`config.mk`:
```
export PLATFORM = sky130hd
export DESIGN_NAME = pong_score_fsm
export DESIGN_NICKNAME = d
export VERILOG_FILES = /design/src/rtl/pong_score_fsm.sv
export SDC_FILE = /design/constraint.sdc
export NUM_CORES = 1
export LEC_CHECK = 0
export ABC_AREA = 1
export CORE_ASPECT_RATIO = 0.75
export CORE_MARGIN = 4
export CORE_UTILIZATION = 59
export CTS_BUF_LIST = sky130_fd_sc_hd__clkbuf_4
export CTS_CLUSTER_SIZE = 25
export DETAILED_ROUTE_END_ITERATION = 8
export HOLD_SLACK_MARGIN = 0.02
export PLACE_DENSITY = 0.79
export SETUP_SLACK_MARGIN = 0.05
export SLEW_MARGIN = 20
export SYNTH_ARGS = -nofsm -noshare
export SYNTH_HDL_FRONTEND = slang
export SYNTH_SLANG_ARGS = --single-unit
```
`constraint.sdc`:
```
create_clock -name clk -period 2.1 [get_ports clk]
set_input_delay 0.21 -clock clk [delete_from_list [all_inputs] [get_ports clk]]
set_output_delay 0.21 -clock clk [all_outputs]
set_load 0.03 [all_outputs]
```
`src/rtl/pong_score_fsm.sv`:
```
// Pong score keeper: serve delay, point scoring, win detection and restart.
// Every output is a flop, updated only on the rising clock edge.
module pong_score_fsm #(
  parameter int WIN_SCORE   = 9,
  parameter int SERVE_DELAY = 100000000
) (
  input  logic       clk,
  input  logic       reset,
  input  logic       start,
  input  logic       left_miss,
  input  logic       right_miss,
  output logic [3:0] leftPlayerScore,
  output logic [3:0] rightPlayerScore,
  output logic       ball_enable,
  output logic       serve_dir,
  output logic       point_scored,
  output logic       game_over,
  output logic       winner
);

  localparam int              CW     = $clog2(SERVE_DELAY + 1);
  localparam logic [CW-1:0]   RELOAD = CW'(SERVE_DELAY - 1);
  localparam logic [3:0]      WIN    = 4'(WIN_SCORE);

  typedef enum logic [1:0] {IDLE, SERVE, PLAY, OVER} state_t;

  state_t        state_q, state_d;
  logic [CW-1:0] cnt_q, cnt_d;
  logic [3:0]    left_q, left_d, right_q, right_d;
  logic          ball_q, ball_d, dir_q, dir_d, point_q, point_d;
  logic          over_q, over_d, winner_q, winner_d;
  // Set when start was low last cycle; clears in reset so a start held
  // high through reset release cannot look like a fresh edge.
  logic          start_low_q;
  logic          start_edge;

  assign start_edge = start & start_low_q;

  always_comb begin
    state_d  = state_q;
    cnt_d    = cnt_q;
    left_d   = left_q;
    right_d  = right_q;
    ball_d   = ball_q;
    dir_d    = dir_q;
    point_d  = 1'b0;
    over_d   = over_q;
    winner_d = winner_q;
    case (state_q)
      IDLE: begin
        left_d   = '0;
        right_d  = '0;
        ball_d   = 1'b0;
        dir_d    = 1'b0;
        over_d   = 1'b0;
        winner_d = 1'b0;
        if (start_edge) begin
          state_d = SERVE;
          cnt_d   = RELOAD;
        end
      end
      SERVE: begin
        if (cnt_q == '0) begin
          state_d = PLAY;
          ball_d  = 1'b1;
        end else begin
          cnt_d = cnt_q - CW'(1);
        end
      end
      PLAY: begin
        if (left_miss || right_miss) begin
          ball_d  = 1'b0;
          state_d = SERVE;
          cnt_d   = RELOAD;
          // A simultaneous double miss is a dead ball: just re-serve.
          if (left_miss && !right_miss) begin
            right_d = right_q + 4'd1;
            point_d = 1'b1;
            dir_d   = 1'b0;
            if (right_d == WIN) begin
              state_d  = OVER;
              over_d   = 1'b1;
              winner_d = 1'b1;
            end
          end else if (right_miss && !left_miss) begin
            left_d  = left_q + 4'd1;
            point_d = 1'b1;
            dir_d   = 1'b1;
            if (left_d == WIN) begin
              state_d  = OVER;
              over_d   = 1'b1;
              winner_d = 1'b0;
            end
          end
        end
      end
      OVER: begin
        if (start_edge) begin
          left_d  = '0;
          right_d = '0;
          over_d  = 1'b0;
          dir_d   = ~winner_q;
          state_d = SERVE;
          cnt_d   = RELOAD;
        end
      end
      default: state_d = IDLE;
    endcase
  end

  always_ff @(posedge clk) begin
    if (reset) begin
      state_q     <= IDLE;
      cnt_q       <= '0;
      left_q      <= '0;
      right_q     <= '0;
      ball_q      <= 1'b0;
      dir_q       <= 1'b0;
      point_q     <= 1'b0;
      over_q      <= 1'b0;
      winner_q    <= 1'b0;
      start_low_q <= 1'b0;
    end else begin
      state_q     <= state_d;
      cnt_q       <= cnt_d;
      left_q      <= left_d;
      right_q     <= right_d;
      ball_q      <= ball_d;
      dir_q       <= dir_d;
      point_q     <= point_d;
      over_q      <= over_d;
      winner_q    <= winner_d;
      start_low_q <= ~start;
    end
  end

  assign leftPlayerScore  = left_q;
  assign rightPlayerScore = right_q;
  assign ball_enable      = ball_q;
  assign serve_dir        = dir_q;
  assign point_scored     = point_q;
  assign game_over        = over_q;
  assign winner           = winner_q;

endmodule

```
==> results.txt <==
clock root cell: clkbuf_4
CP Data Required Time: 2.36 ns
top cell type's share of synthesized area: 30.7%
Die H: 67.7 um
Post-synth EDFFs: 0
Pre-antenna DRT Iters: 5
hpwl dp: 5090 um
GR Util All Layers: 25.3%
critical path's slowest cell: dfxtp_1
Hold Vio Cnt, Final: 0
multi-input logic area: 1710 sq um
Arrival @ worst endpoint: 2.15 ns
Seq/Total Area, Yosys: 30.7%
commonest non-fill, non-tap cell in the layout: nand2_1
ys flop type: dfxtp_1
most frequent cells in the layout: 88 x nand2_1, 62 x nor2_1, 54 x nand3_1
I/O pins: 18
combinational group share of total power: 61.4%
Worst-Margin Slew: 0.431 ns
post-synthesis register bit count: 43
worst r2r src: cnt_q[0]$_SDFFE_PP0P_
Routed Antenna Nets: 0
Flop pwr share: 29.8%
Slew Limit Fails: 0
HP Class: in -> reg
post-layout min period: 1.89 ns
Reg2Reg Capture Point: cnt_q[0]$_SDFFE_PP0P_
clock buffer count from CTS: 5
wire per inst: 14.0 um
synth-to-layout area growth: 9.72%
WS Path Type: reg -> reg
Cells on Worst Hold Path: 2
largest net degree at the start of global routing: 33
worst hold endpoint: start_low_q$_SDFF_PP0_
Reg area: 861 sq um
max-cap violation count: 0
Syn Area/Cell: 6.68 sq um
R2R depth: 9
Util after Layout: 68.1%
synth warn: 0
Clock power frac: 8.8%
initial core utilization: 62.1%
Hold WS: 0.388 ns
CTS tree: done
CP max stage delay: 0.35 ns
Net Sw Frac: 52.9%
gr ovfl total: 0
Final TNS setup: 0 ns
post-synth top area cell: dfxtp_1
Area contributors post-synth: dfxtp_1 31%, nand2_1 12%, nand3_1 9.6%
Reg clk slew, reported paths: 0.13 ns
initial antenna violation count: 0
Port Buffer Count: 17
die width: 87.6 um
vias in the first global route: 2,498
status: completed
via count: 2,762
cell internal pwr: 2.11 mW
Rows: 21
leakage: 1.33 nW
nets@finish: 458
Critical Path Source: cnt_q[0]$_SDFFE_PP0P_
pre-CTS setup slack: 0.107 ns
starting DRC count in detailed routing: 232
H-Tree Depth: 2
Tcrit/Tclk final: 90.0%
CP dominant cell by count: nand2_4
crit path cell chain: inv_1 > ha_1 > nand2_2 > nor2_8 > nand4_4 > nand2_4 > nand2_4 > o21ai_1 > nor2_1
CTS Buffer Depth: 2
Slew HR: 71.2%
Vias/cell: 5.56
core footprint: 4520 sq um
fill count: 406
Worst Skew: 0.0152 ns
crit end category: register
cell area after synthesis: 2810 sq um
Max Freq: 529 MHz
switching pwr: 2.37 mW
layout cells sized above 1: 9.55%
Final setup viols: 0
routability cong.: 0.916
Clock Latency Late Sink: 0.36 ns
Die ar.: 5930 sq um
Syn Nets: 438
Power per Cell Area: 1460 nW/um^2
hold path startpoint: start
Worst setup SP type: register
# DRC: 0
Cells after Synth: 420
CP max FO: 27
first-pass GRT wire length: 11,700 um
Ant. Diodes: 0
RSZ-0062 raised after global routing: no
final wirelength: 6950 um
worst vdd ir: 787 uV
Worst Setup Slack, final: 0.210 ns
post-synth cell types: 35
R2R Setup Slk: 0.21 ns
Final Total Pwr: 4.48 mW
Async S/R FF share, synth: 0%
Sink Count: 43
[registers in the layout, indices dropped and copies added (netlist names)]
register          count
cnt_q                27
leftPlayerScore       4
rightPlayerScore      4
state_q               2
ball_enable           1
game_over             1
point_scored          1
serve_dir             1
start_low_q           1
winner                1
[metrics by stage]
stage,std cells,cell area (sq um)
global route,497,3080
finish,497,3080
global placement,490,3030
detailed placement,490,3030
floorplan,420,2810
CTS,497,3080
[critical path, delay by kind of cell, from the launching register on]
family / cells / cell delay, ns
flops: 1 / 0.35
compound gates: 1 / 0.20
fa+ha+maj: 1 / 0.26
buf+inv: 1 / 0.14
simple gates: 6 / 0.83
[cell usage after synthesis, drive strengths merged (5+ instances only)]
cell and n:
clkbuf 5, inv 40, nand2 93, nor2 70
a21oi 34, nand4 12, o21ai 18, nand3 54
dfxtp 43, xor2 8, xnor2 8, buf 8
ha 13
[how the worst max path moves through the flow]
| stage | cells after the start | end |
|---|---|---|
| 2_1_floorplan | 9 | cnt_q[24]$_SDFFE_PP0P_ |
| 4_1_cts | 9 | cnt_q[0]$_SDFFE_PP0P_ |
| 3_5_place_dp | 11 | leftPlayerScore[2]$_SDFFE_PP0P_ |
| 3_3_place_gp | 11 | leftPlayerScore[2]$_SDFFE_PP0P_ |
| 6_report | 9 | cnt_q[0]$_SDFFE_PP0P_ |
| 5_1_grt | 9 | cnt_q[25]$_SDFFE_PP0P_ |
[area by class of cell]
type | count | share of cell area [%]
clock buffers | 5 | 1.22
flip-flops and latches | 43 | 28.0
clock inverters | 2 | 0.285
inverters | 40 | 4.88
well taps | 57 | 2.32
repair buffers | 26 | 7.72
multi-input cells | 324 | 55.6
[power by group through the flow]
| stage | registers (mW) | logic [mW] | clock network (mW) |
|---|---|---|---|
| 2_1_floorplan | 1.41 | 2.01 | 0 |
| 3_3_place_gp | 1.34 | 2.63 | 0 |
| 3_5_place_dp | 1.35 | 2.69 | 0 |
| 4_1_cts | 1.33 | 2.70 | 0.400 |
| 5_1_grt | 1.38 | 3.05 | 0.439 |
| 6_report | 1.34 | 2.75 | 0.394 |
[kinds of logic (layout without fill, tap and decap cells)]
kind of cell / count (synthesis) / count (layout) / share of synthesized area [%]
AO/OA/AOI/OAI: 58 / 58 / 11.4
buffers and inverters: 53 / 73 / 8.39
adder cells (fa/ha/maj): 13 / 13 / 5.80
flip-flops: 43 / 43 / 30.7
XOR/XNOR: 16 / 16 / 5.00
AND/OR/NAND/NOR: 237 / 237 / 38.8
[metal layers]
| metal | share of wire (%) | routed length [um] | GRT usage [%] | up-vias |
|---|---|---|---|---|
| met2 | 41 | 2840 | 36.4 | 83 |
| li1 | - | - | - | 1413 |
| met3 | 6.2 | 434 | 4.76 | 5 |
| met5 | 0 | 0 | 0 | - |
| met1 | 52 | 3620 | 38.2 | 1261 |
| met4 | 0.82 | 57 | 6.70 | 0 |
[timing repair]
item	CTS	global route
hold buffers	0	0
endpoints found under the setup margin	0	1
buffers inserted	0	0
gates resized for setup	0	1
Power figures use the tool's default switching activity.
